$ cat config.mk
export PLATFORM = sky130hd
export DESIGN_NAME = ad7276_array_stream_flat
export DESIGN_NICKNAME = d
export VERILOG_FILES = /design/src/rtl/ad7276_array_stream_if.sv /design/src/rtl/ad7276_array_stream.sv /design/src/flat_wrapper.sv
export SDC_FILE = /design/constraint.sdc
export NUM_CORES = 1
export LEC_CHECK = 0
export ABC_AREA = 0
export BUFFER_PORTS_ARGS = -buffer_cell sky130_fd_sc_hd__buf_2
export CORE_MARGIN = 2
export CORE_UTILIZATION = 61
export CTS_CLUSTER_SIZE = 20
export DETAILED_ROUTE_END_ITERATION = 8
export PLACE_DENSITY_LB_ADDON = 0.1
export SLEW_MARGIN = 25
export SYNTH_ARGS = -nofsm -noshare
export SYNTH_HDL_FRONTEND = slang
export SYNTH_SLANG_ARGS = --single-unit
$ cat constraint.sdc
create_clock -name CLK100MHz -period 25.9 [get_ports CLK100MHz]
set_input_delay 3.885 -clock CLK100MHz [delete_from_list [all_inputs] [get_ports CLK100MHz]]
set_output_delay 3.885 -clock CLK100MHz [all_outputs]
set_load 0.02 [all_outputs]
$ cat src/rtl/ad7276_array_stream_if.sv
// ---------------------------------------------------------------------------
// ad7276_array_stream_if
// AXI-Stream beat bus carrying AD7276 samples out of the capture engine.
//   tdata  [31:16] lane index, [15:0] zero-extended sample
//   tvalid beat valid
//   tready sink ready
//   tlast  final lane of the packet
// master: capture engine side, slave: DMA/FIFO side.
// ---------------------------------------------------------------------------
interface ad7276_array_stream_if;
    logic [31:0] tdata;
    logic        tvalid;
    logic        tready;
    logic        tlast;

    modport master (output tdata, output tvalid, output tlast, input tready);
    modport slave  (input tdata, input tvalid, input tlast, output tready);
endinterface

$ cat src/rtl/ad7276_array_stream.sv
// ---------------------------------------------------------------------------
// ad7276_array_stream
// Capture engine for an array of AD7276 ADCs sharing one CS/SCLK pair. On a
// programmable sample period it runs one 16-SCLK frame, deserialises every
// lane in parallel, snapshots the results and streams them as one packet
// (one beat per lane, tlast on the final lane).
// Ports:
//   CLK100MHz   single clock
//   ARESET      synchronous reset, active high
//   enable_i    1 = periodic conversions run
//   period_i    start-to-start sample period in clock cycles
//   cs_o        ADC chip select, active low
//   sclk_o      ADC serial clock, idles high
//   sdata_i     one data lane per ADC
//   busy_o      high from CS fall to end of the quiet time
//   overrun_o   sticky: a finished frame was dropped while a packet drained
//   m_axis      AXI-Stream master (sample beats)
//
// state   | meaning
// --------+--------------------------------------------------------------
// S_IDLE  | CS high, waiting for the period counter to start a frame
// S_SHIFT | CS low, 16 SCLK periods, lanes sampled on each SCLK rise
// S_QUIET | CS high for QUIET_CLKS cycles before the next frame may start
// ---------------------------------------------------------------------------
module ad7276_array_stream #(
    parameter int NUM_LANES  = 16,
    parameter int ADC_LENGTH = 12,
    parameter int LEAD_ZEROS = 2,
    parameter int SCLK_DIV   = 2,
    parameter int QUIET_CLKS = 4
) (
    input  logic                 CLK100MHz,
    input  logic                 ARESET,
    input  logic                 enable_i,
    input  logic [31:0]          period_i,
    output logic                 cs_o,
    output logic                 sclk_o,
    input  logic [NUM_LANES-1:0] sdata_i,
    output logic                 busy_o,
    output logic                 overrun_o,
    ad7276_array_stream_if.master m_axis
);

    localparam int FRAME_CLKS = 1 + 32 * SCLK_DIV + QUIET_CLKS;
    localparam logic [31:0] FRAME_MIN    = 32'(FRAME_CLKS);
    localparam logic [31:0] FRAME_RELOAD = 32'(FRAME_CLKS - 1);
    localparam int LANE_W = (NUM_LANES > 1) ? $clog2(NUM_LANES) : 1;
    localparam logic [LANE_W-1:0] LAST_LANE = LANE_W'(NUM_LANES - 1);
    localparam logic [3:0]  FIRST_BIT  = 4'(LEAD_ZEROS);
    localparam logic [3:0]  LAST_BIT   = 4'(LEAD_ZEROS + ADC_LENGTH - 1);
    localparam logic [15:0] DIV_LOAD   = 16'(SCLK_DIV - 1);
    localparam logic [15:0] QUIET_LOAD = (QUIET_CLKS > 0) ? 16'(QUIET_CLKS - 1) : 16'd0;

    localparam logic [1:0] S_IDLE  = 2'd0;
    localparam logic [1:0] S_SHIFT = 2'd1;
    localparam logic [1:0] S_QUIET = 2'd2;

    logic [1:0]        state_q, state_d;
    logic [31:0]       cnt_q, cnt_d;
    logic [15:0]       tmr_q, tmr_d;
    logic [3:0]        rise_q, rise_d;
    logic              cs_q, cs_d;
    logic              sclk_q, sclk_d;
    logic              frame_done_q, frame_done_d;
    logic              tvalid_q, tvalid_d;
    logic [LANE_W-1:0] lane_q, lane_d;
    logic              overrun_q, overrun_d;

    logic              start;
    logic              sclk_rise;
    logic              load_bank;

    logic [ADC_LENGTH-1:0] cap_q  [NUM_LANES];
    logic [ADC_LENGTH-1:0] bank_q [NUM_LANES];

    // Starts are only honoured from IDLE; the reload is never shorter than a
    // frame, so in steady running the counter and the FSM stay in step.
    assign start     = enable_i && (cnt_q == 32'd0) && (state_q == S_IDLE);
    assign sclk_rise = (state_q == S_SHIFT) && (tmr_q == 16'd0) && !sclk_q;

    always_comb begin
        state_d      = state_q;
        cnt_d        = cnt_q;
        tmr_d        = tmr_q;
        rise_d       = rise_q;
        cs_d         = cs_q;
        sclk_d       = sclk_q;
        frame_done_d = 1'b0;
        tvalid_d     = tvalid_q;
        lane_d       = lane_q;
        overrun_d    = overrun_q;
        load_bank    = 1'b0;

        if (!enable_i) begin
            cnt_d = 32'd0;
        end else if (start) begin
            cnt_d = (period_i < FRAME_MIN) ? FRAME_RELOAD : period_i - 32'd1;
        end else if (cnt_q != 32'd0) begin
            cnt_d = cnt_q - 32'd1;
        end

        case (state_q)
            S_IDLE: begin
                if (start) begin
                    state_d = S_SHIFT;
                    cs_d    = 1'b0;
                    sclk_d  = 1'b1;
                    tmr_d   = DIV_LOAD;
                    rise_d  = 4'd0;
                end
            end
            S_SHIFT: begin
                if (tmr_q == 16'd0) begin
                    sclk_d = ~sclk_q;
                    tmr_d  = DIV_LOAD;
                    if (!sclk_q) begin
                        rise_d = rise_q + 4'd1;
                        if (rise_q == 4'd15) begin
                            state_d      = S_QUIET;
                            cs_d         = 1'b1;
                            tmr_d        = QUIET_LOAD;
                            frame_done_d = 1'b1;
                        end
                    end
                end else begin
                    tmr_d = tmr_q - 16'd1;
                end
            end
            S_QUIET: begin
                if (tmr_q == 16'd0) begin
                    state_d = S_IDLE;
                end else begin
                    tmr_d = tmr_q - 16'd1;
                end
            end
            default: begin
                state_d = S_IDLE;
                cs_d    = 1'b1;
                sclk_d  = 1'b1;
            end
        endcase

        if (tvalid_q && m_axis.tready) begin
            if (lane_q == LAST_LANE) begin
                tvalid_d = 1'b0;
            end else begin
                lane_d = lane_q + 1'b1;
            end
        end

        // One cycle after CS rises the last bit is in the capture registers.
        // A packet still in flight (even on its final beat) drops the frame.
        if (frame_done_q) begin
            if (tvalid_q) begin
                overrun_d = 1'b1;
            end else begin
                load_bank = 1'b1;
                tvalid_d  = 1'b1;
                lane_d    = '0;
            end
        end
    end

    always_ff @(posedge CLK100MHz) begin
        if (ARESET) begin
            state_q      <= S_IDLE;
            cnt_q        <= 32'd0;
            tmr_q        <= 16'd0;
            rise_q       <= 4'd0;
            cs_q         <= 1'b1;
            sclk_q       <= 1'b1;
            frame_done_q <= 1'b0;
            tvalid_q     <= 1'b0;
            lane_q       <= '0;
            overrun_q    <= 1'b0;
        end else begin
            state_q      <= state_d;
            cnt_q        <= cnt_d;
            tmr_q        <= tmr_d;
            rise_q       <= rise_d;
            cs_q         <= cs_d;
            sclk_q       <= sclk_d;
            frame_done_q <= frame_done_d;
            tvalid_q     <= tvalid_d;
            lane_q       <= lane_d;
            overrun_q    <= overrun_d;
        end
    end

    // Only the result window is shifted in, so leading-zero and trailing bit
    // positions never reach the sample. Exactly ADC_LENGTH shifts per frame
    // fully replace the previous contents.
    always_ff @(posedge CLK100MHz) begin
        for (int k = 0; k < NUM_LANES; k++) begin
            if (sclk_rise && (rise_q >= FIRST_BIT) && (rise_q <= LAST_BIT)) begin
                cap_q[k] <= ADC_LENGTH'({cap_q[k], sdata_i[k]});
            end
            if (load_bank) begin
                bank_q[k] <= cap_q[k];
            end
        end
    end

    assign cs_o      = cs_q;
    assign sclk_o    = sclk_q;
    assign busy_o    = (state_q != S_IDLE);
    assign overrun_o = overrun_q;

    assign m_axis.tvalid = tvalid_q;
    assign m_axis.tlast  = tvalid_q && (lane_q == LAST_LANE);
    assign m_axis.tdata  = tvalid_q ? {16'(lane_q), 16'(bank_q[lane_q])} : 32'd0;

endmodule

$ cat src/flat_wrapper.sv
// flat-port wrapper written by rule: the top's interface ports become plain ports
module ad7276_array_stream_flat 
#(
    parameter int NUM_LANES  = 16,
    parameter int ADC_LENGTH = 12,
    parameter int LEAD_ZEROS = 2,
    parameter int SCLK_DIV   = 2,
    parameter int QUIET_CLKS = 4
)
  (CLK100MHz, ARESET, enable_i, period_i, cs_o, sclk_o, sdata_i, busy_o, overrun_o, m_axis_tdata, m_axis_tvalid, m_axis_tlast, m_axis_tready);
  ad7276_array_stream_if m_axis_i ();
  input  logic CLK100MHz;
  input  logic ARESET;
  input  logic enable_i;
  input  logic [31:0] period_i;
  output logic cs_o;
  output logic sclk_o;
  input  logic [NUM_LANES-1:0] sdata_i;
  output logic busy_o;
  output logic overrun_o;
  output wire logic [$bits(m_axis_i.tdata)-1:0] m_axis_tdata;
  output wire logic [$bits(m_axis_i.tvalid)-1:0] m_axis_tvalid;
  output wire logic [$bits(m_axis_i.tlast)-1:0] m_axis_tlast;
  input wire logic [$bits(m_axis_i.tready)-1:0] m_axis_tready;
  assign m_axis_tdata = m_axis_i.tdata;
  assign m_axis_tvalid = m_axis_i.tvalid;
  assign m_axis_tlast = m_axis_i.tlast;
  assign m_axis_i.tready = m_axis_tready;
  ad7276_array_stream #(.NUM_LANES(NUM_LANES), .ADC_LENGTH(ADC_LENGTH), .LEAD_ZEROS(LEAD_ZEROS), .SCLK_DIV(SCLK_DIV), .QUIET_CLKS(QUIET_CLKS)) u_core (.CLK100MHz(CLK100MHz), .ARESET(ARESET), .enable_i(enable_i), .period_i(period_i), .cs_o(cs_o), .sclk_o(sclk_o), .sdata_i(sdata_i), .busy_o(busy_o), .overrun_o(overrun_o), .m_axis(m_axis_i));
endmodule
# == Word-level counts from Yosys, hierarchy flattened ==
# Memory sizes are Yosys's and may differ from the RTL's. A register that Yosys moved wholly into a read port is not among the register bits.
# Cells that the tools add are included.
# word_totals
regBits,63
ram_bits,384
in_bits,52
out_inout_bits,38
elab_cells,104
n_memories,2
# classes
addsub,5
n_lt_le_gt_ge,3
n_eq_ne,10
muxes,44
bitwise,5
reduce_logical,25
# mem_list
memory,words,width,rd,rd_clocked_by_memory_dff,write_ports,line_no,source
u_core.bank_q,16,12,1,1,16,ad7276_array_stream.sv:74,logic [ADC_LENGTH-1:0] bank_q [NUM_LANES];
u_core.cap_q,16,12,16,0,16,ad7276_array_stream.sv:73,logic [ADC_LENGTH-1:0] cap_q [NUM_LANES];
# ops
op,count
$mux W32,3
$mux W16,4
$sub A32 B1 Y32 const B,2
$pmux W16 S3,1
$logic_not A32 Y1,1
$lt A32 B7 Y1 const B,1
$mux W4,8
$reduce_bool A32 Y1,1
$mux W20,1
$mux W1,17
$logic_not A16 Y1,1
$sub A16 B1 Y16 const B,1
$mux W2,6
$reduce_and A5 Y1,2
$add A4 B1 Y4 const B,2
$eq A4 B4 Y1 const B,2
$logic_and A1 B1 Y1,8
$ne A2 B2 Y1 const B,4
$pmux W4 S2,1
$pmux W1 S3,2
$pmux W2 S3,1
$reduce_and A3 Y1,2
$reduce_bool A2 Y1,3
$not A1 Y1,5
other kinds (12),13

# == Logic depth before layout (Yosys ltp) ==
# Gate-level depths: netlist of run 1.
# logic_depth
ltp_word,7
mapped_depth,11
mapped_depth_nobuf,8

# == Worst setup path before layout of run 1 ==
# No wires, ideal clock.
# synth_path
kind,register -> register
startpoint,register u_core.tmr_q[10]
endpoint,"memory u_core.cap_q[0][0], enable pin"
setup_ns,1.213
arrival_ns,19.959
t_required_ns,24.687
setup_slack_ns,4.728
path_stages_with_launch,7
path_buffers,1
period_less_slack_ns,21.172
path_cell_list,dfxtp_1 -> or4_1 -> clkbuf_1 -> or4_1 -> nor2_1 -> nand2_1 -> nor4_1
# synth_rtl
item,line_no,source
start: declaration,ad7276_array_stream.sv:60,"logic [15:0] tmr_q, tmr_d;"
start signal: assignment,ad7276_array_stream.sv:179,tmr_q <= tmr_d;
end: declaration,ad7276_array_stream.sv:73,

==> results.toml, run 1 <==
[placement]
place_inst = 1445
dp_hpwl_um = 17300
gp_congestion = 0.863
io_buffers = 73

[global_route]
gr-total-overflow = 0
track_usage_pct = 19.6
grt_pass1_vias = 8876
grt_max_degree = 193
grt_pass1_wl_um = 46300
antenna_found_initial = 2

[sta]
skew_ns = 0.0163
tns_ns = 0
min_period_ns = 6.85
setup_viol = 0
period_share_pct = 26.4
fmax_mhz = 146
tightest_slew_ns = 0.957
rsz0062_at_grt = "no"
maxSlewHeadroom_pct = 35.7
hold_violations = 0
slew_viol_final = 0

[yosys]
ys_ff_latch = 447
ys.flop_type = "edfxtp_1"
syn_area_per_cell_um2 = 17.0
yosysWarnings = 0
synthCells = 1024
synthArstFlopShare_pct = 0
syn_area_um2 = 17400
synth_enable_flop_cells = 384
ys_types = 69
yosysSeqAreaShare_pct = 73.6

[finish]
multi_input_area_um2 = 4320
drive_above_1_share_pct = 20.2
fin_cells = 1528
area_growth_pct = 12.9
ff_latch_area_um2 = 12800
nNetsFinal = 1181
fillerInstances = 1841

[clocking]
cts_made_buffers = 44
cts.sinks = 447
cts.clk_slew.worst_paths_ns = 0.06
insertion_delay_ns = 0.54
cts_setup_buffers = 0
cts_buffer_depth = 3
cts_root_buffer = "clkbuf_16"
cts_tree = "built"
cts-resized-gates = 0
htree_levels = 2
hold_buffers = 0

[worst_setup_path]
cp_max_fo = 31
critical_path.startpoint = "u_core.lane_q[0]"
r2r_end = "u_core.cap_q[13][1]"
path_class = "reg -> out"
worstSetupEndpointType = "output pin"
cp.required_ns = 22.01
rrSetupSlack_ns = 22.14
cp.arrival_ns = 2.96
r2r_cells = 7
r2r_start = "u_core.tmr_q[10]"
cp-start-kind = "flop"

[route]
wirelength_um = 29300
drc = 0
dr.pass1.iters = 5
ant_nets = 0
vias_per_cell = 5.75
drt_iter0_drc = 840
vias = 8780
wl_per_cell_um = 19.2

[die]
ios = 90
die_h_um = 173
rows = 61
core_um2 = 27900
die-width_um = 173
dieArea_um2 = 29900
initial_utilization_pct = 62.2

[worst_hold_path]
min_from = "u_core.cap_q[5][11]"
hold_depth = 0
hp-class = "reg -> reg"
hold_end = "u_core.bank_q[5][11]"

[job]
drv_cap = 0

[power]
power_density_nw_per_um2 = 92.9
ir_drop_v = 0.0000626
power_leakage_uw = 0.00642

[status]
status = "completed"
-- state kept, by name, summed over array words and instances, names as in the netlist --
signal and cells:
u_core.bank_q 192, u_core.cap_q 192, u_core.cnt_q 32, u_core.cs_o 1
u_core.frame_done_q 1, u_core.lane_q 4, u_core.m_axis.tvalid 1, u_core.overrun_o 1
u_core.rise_q 4, u_core.sclk_o 1, u_core.state_q 2, u_core.tmr_q 16
-- synthesized netlist by cell type (15+ instances only) --
| cell | number | share of area (%) |
|---|---|---|
| nor4_1 | 20 | 0.72 |
| nor2_1 | 67 | 1.4 |
| nor3_1 | 28 | 0.81 |
| xnor2_1 | 27 | 1.4 |
| clkbuf_1 | 22 | 0.48 |
| dfxtp_1 | 63 | 7.3 |
| inv_1 | 19 | 0.41 |
| buf_4 | 17 | 0.73 |
| a22oi_1 | 15 | 0.65 |
| o21ai_0 | 20 | 0.58 |
| nand3_1 | 23 | 0.66 |
| xor2_1 | 31 | 1.6 |
| nand2_1 | 31 | 0.67 |
| edfxtp_1 | 384 | 66 |
| a21oi_1 | 26 | 0.75 |
| mux4_2 | 60 | 7.8 |
| and2_1 | 20 | 0.72 |
-- per-stage QoR --
step / power, uW / instance area [um^2] / setup WS, ns / util (%) / hold slack, ns
final: 1820 / 19600 / 19.05 / 70.2 / 0.413
after global routing: 1900 / 19600 / 18.90 / 70.2 / 0.424
after CTS: 1830 / 19600 / 18.99 / 70.0 / 0.415
after detailed placement: 1200 / 18100 / 19.43 / 64.8 / 0.405
after global placement: 1190 / 18100 / 19.40 / 64.7 / 0.401
after floorplan: 1130 / 17400 / 4.73 / - / 0.400
-- critical path, stage by stage, from the launching register on --
cell,delay [ns]
dfxtp_4,0.65
buf_16,0.31
mux4_2,0.59
mux4_2,0.52
and2_1,0.17
buf_2,0.16
-- cell usage in the layout (no fill, tap or decap), types with 5 or more instances in the layout --
master	instances
or3_1	12
or2_2	5
and2_1	20
nor4_1	19
nand3_1	23
edfxtp_1	384
buf_2	73
nor3_1	27
xor2_1	31
clkbuf_1	9
o22ai_1	8
or4_1	7
nand4_1	11
clkinv_2	6
a31oi_1	5
xnor2_1	27
nor2_1	67
dfxtp_1	60
nor3b_1	5
clkinv_1	10
a22oi_1	15
inv_1	19
mux4_2	60
conb_1	16
o211ai_1	5
nand2_1	31
a21oi_1	26
o31ai_1	6
o21ai_0	20
ha_1	14
clkbuf_16	46
bufinv_16	5
-- kinds of logic after synthesis --
group	after synthesis	synth area share, %
flops	447	73.6
simple gates	265	8.50
compound gates	107	4.01
buf+inv	69	1.97
mux	63	7.96
xor+xnor	58	2.92
fa+ha+maj	14	1.01
other cells	1	0.0216
-- metal layers --
layer  global-route usage (%)  up-vias  share of wire (%)
met2                     32.8      230                 50
met3                     3.43       45                4.4
met4                     6.18        2                2.2
met5                        0        -              0.044
met1                     26.7     4314                 43
li1                         -     4189                  -
-- power by group --
group / internal, uW / total, uW / switching [uW]
clock network: 377 / 629 / 252
logic: 156 / 372 / 217
registers: 795 / 822 / 27.2
-- area by class of cell --
class	count	area share (%)
well taps	378	2.41
clock inverters	24	1.29
diodes	1	0.0128
repair buffers	79	2.53
multi-input cells	523	22.0
inverters	20	0.383
flip-flops and latches	447	65.3
clock buffers	56	6.11
-- worst max path at each step --
stage / endpoint / slack [ns] / cells past startpoint
CTS: m_axis_tdata[7] / 18.99 / 5
finish: m_axis_tdata[7] / 19.05 / 5
global placement: m_axis_tdata[6] / 19.40 / 4
floorplan: u_core.cap_q[0][0] / 4.73 / 6
global route: m_axis_tdata[7] / 18.90 / 5
detailed placement: u_core.cnt_q[19] / 19.43 / 7
Note: power is estimated with default switching activity, not from simulation.
==> inputs of run 2 (changes only) <==
--- a/config.mk
+++ b/config.mk
@@ -5,7 +5,7 @@
 export SDC_FILE = /design/constraint.sdc
 export NUM_CORES = 1
 export LEC_CHECK = 0
-export ABC_AREA = 0
+export ABC_AREA = 1
 export BUFFER_PORTS_ARGS = -buffer_cell sky130_fd_sc_hd__buf_2
 export CORE_MARGIN = 2
 export CORE_UTILIZATION = 61
==> constraint.sdc (replaced) <==
create_clock -name CLK100MHz -period 6.9 [get_ports CLK100MHz]
set_input_delay 1.035 -clock CLK100MHz [delete_from_list [all_inputs] [get_ports CLK100MHz]]
set_output_delay 1.035 -clock CLK100MHz [all_outputs]
set_load 0.02 [all_outputs]
==> run 2 against run 1 <==
  * Combinational power grew to 6.9 times the previous value
  * Cell area is 4.7% higher
  * Utilization is 0.90 points lower
  * Worst hold slack better by 0.0029 ns
  * Count of clock-buffer cells in the layout is 5 lower
  * Sequential power grew to 3.8 times the previous value
  * Wire length is 28% higher
  * Sequential cell count stayed put
  * First-iteration DRC count is 51% higher
  * Synthesized area is 5.6% higher
==> results.toml, run 2 <==
[placement]
place_inst = 2018
dp_hpwl_um = 23800
gp_congestion = 0.893
io_buffers = 73

[yosys]
synth_area_leader_cell = "edfxtp_1"
yosys.area.top_type_share_pct = 62.8
ys_types = 46
synth_enable_flop_cells = 384
ys_ff_latch = 447
synth.area.top_cells = "edfxtp_1 (63%), dfxtp_1 (6.9%), nor2_1 (5.9%)"
synthMuxAreaShare_pct = 0
yosysSeqAreaShare_pct = 69.7
synth.most_common_cell = "edfxtp_1"
synth_compound_area_share_pct = 7.73
synth_xor_area_share_pct = 1.67
synth_commonest_cells = "edfxtp_1 (384), nor2_1 (290), nand2_1 (252)"
synth_top_family_by_area = "simple AND/OR/NAND/NOR gates"
yosysWarnings = 0
syn_area_um2 = 18400
synth-simple-area-share_pct = 15.9
ys.flop_type = "edfxtp_1"
syn_area_per_cell_um2 = 11.4
synthArstFlopShare_pct = 0
synthCells = 1606
synth_fa_ha_area_share_pct = 0.954

[worst_setup_path]
path_class = "reg -> out"
cp.arrival_ns = 3.44
cp-start-kind = "flop"
cp_max_fo = 101
worstSetupEndpointType = "output pin"
cp.required_ns = 5.86

[route]
drt_iter0_drc = 1267
ant_nets = 0
vias_per_cell = 5.73
wirelength_um = 37400
dr.pass1.iters = 5
vias = 12024
wl_per_cell_um = 17.8
drc = 0

[status]
status = "completed"

[job]
drv_cap = 0

[finish]
area_growth_pct = 11.9
nNetsFinal = 1742
fin_cells = 2100
layout_commonest_cell = "edfxtp_1"
drive_above_1_share_pct = 10.9
diodes = 0
layout_common_cells = "edfxtp_1 (384), nor2_1 (286), nand2_1 (252)"
top_regs = "u_core.bank_q x192, u_core.cap_q x192, u_core.cnt_q x32"

[sta]
rsz0062_at_grt = "no"
period_share_pct = 64.8
slew_viol_final = 0
maxSlewHeadroom_pct = 31.7
tightest_slew_ns = 1.02
hold_violations = 0
min_period_ns = 4.47
fin_hold_ws_ns = 0.416
skew_ns = 0.0140
fmax_mhz = 224
setup_viol = 0
tns_ns = 0

[global_route]
track_usage_pct = 23.8
grt_pass1_wl_um = 58100
grt_pass1_vias = 11282
grt_max_degree = 194
gr-total-overflow = 0
antenna_found_initial = 0

[power]
sw_frac_of_total_pct = 35.1
power_leakage_uw = 0.00745
pwr-share-comb_pct = 31.5
clkPwrFrac_pct = 29.4
power_density_nw_per_um2 = 394
power_frac_seq_pct = 39.1
internal_power_uw = 5250
ir_drop_v = 0.000248
p_switching_uw = 2840

[die]
rows = 63
ios = 90
dieArea_um2 = 31500
core_um2 = 29600
initial_utilization_pct = 61.9
die-width_um = 177
die_h_um = 177

[clocking]
hold_buffers = 0
cts_tree = "built"
cts.clk_slew.worst_paths_ns = 0.06
cts-resized-gates = 0
insertion_delay_ns = 0.55
cts.sinks = 447
htree_levels = 2
cts_setup_buffers = 0
cts_root_buffer = "clkbuf_16"
cts_buffer_depth = 3
cts_made_buffers = 44

[worst_hold_path]
hp-class = "reg -> reg"
-- run 2: cell count changes in the layout (fill, tap and decap cells not counted), moves of 17 or more --
cell and change:
o21ai_0 +97, nand2_1 +221, nor4_1 -17, nand3_1 +66, and2_1 -19, inv_1 +77
o221ai_1 +35, mux4_2 -60, nor2_1 +219, a21oi_1 +22
-- run 2: cell families after synthesis --
group / Yosys count
AOI/OAI and AO/OA: 241
xor gates and xnor gates: 35
adders and majority gates: 14
buffers and inverters: 173
DFF: 447
other: 1
and+or+nand+nor: 695
-- run 2: area by class of cell --
class / instances / area [um^2]
clock inverter: 29 / 312
inverter: 102 / 384
sequential: 447 / 12800
tap: 390 / 488
timing repair buffer: 80 / 483
fill: 2179 / 9090
clock buffer: 51 / 1150
multi-input combinational: 1001 / 4930
-- run 2: critical path, cell delays in order, from the launching register on --
cell	delay (ns)
dfxtp_4	1.01
inv_2	0.41
buf_4	0.46
o21ai_0	0.32
o22ai_1	0.10
o211ai_1	0.21
a21oi_1	0.13
buf_2	0.20
-- run 2: power groups by stage --
| stage | Sequential (uW) | Combinational (uW) | Clock, uW |
|---|---|---|---|
| after floorplan | 3200 | 2020 | 0 |
| after global placement | 3210 | 2460 | 0 |
| after detailed placement | 3220 | 2500 | 0 |
| after CTS | 3160 | 2520 | 2430 |
| after global routing | 3180 | 2890 | 2530 |
| final | 3160 | 2550 | 2380 |
-- run 2: stage by stage --
stage | setup WS (ns) | utilization (%) | instance area [um^2] | total power [uW]
3_3_place_gp | 3.16 | 64.2 | 19000 | 5670
2_1_floorplan | -0.742 | - | 18500 | 5220
6_report | 2.43 | 69.3 | 20500 | 8090
5_1_grt | 2.15 | 69.3 | 20500 | 8600
3_5_place_dp | 3.04 | 64.2 | 19000 | 5720
4_1_cts | 2.43 | 69.1 | 20500 | 8100
-- run 2: path summary, 6_finish.rpt --
path	from	endpoint	slack, ns	cells past startpoint
max reg2reg	u_core.tmr_q[7]	u_core.cap_q[0][10]	4.02	9
max	u_core.lane_q[0]	m_axis_tdata[9]	2.43	7
min reg2reg	u_core.cap_q[15][11]	u_core.bank_q[15][11]	0.42	0
min	u_core.cap_q[15][11]	u_core.bank_q[15][11]	0.42	0
-- run 2: layer usage --
metal	share of wire, %	GRT usage [%]	up-vias
li1	-	-	5736
met1	42	32.3	5832
met2	49	39.6	393
met3	5.7	4.05	63
met4	2.5	7.34	0
met5	0	0	-
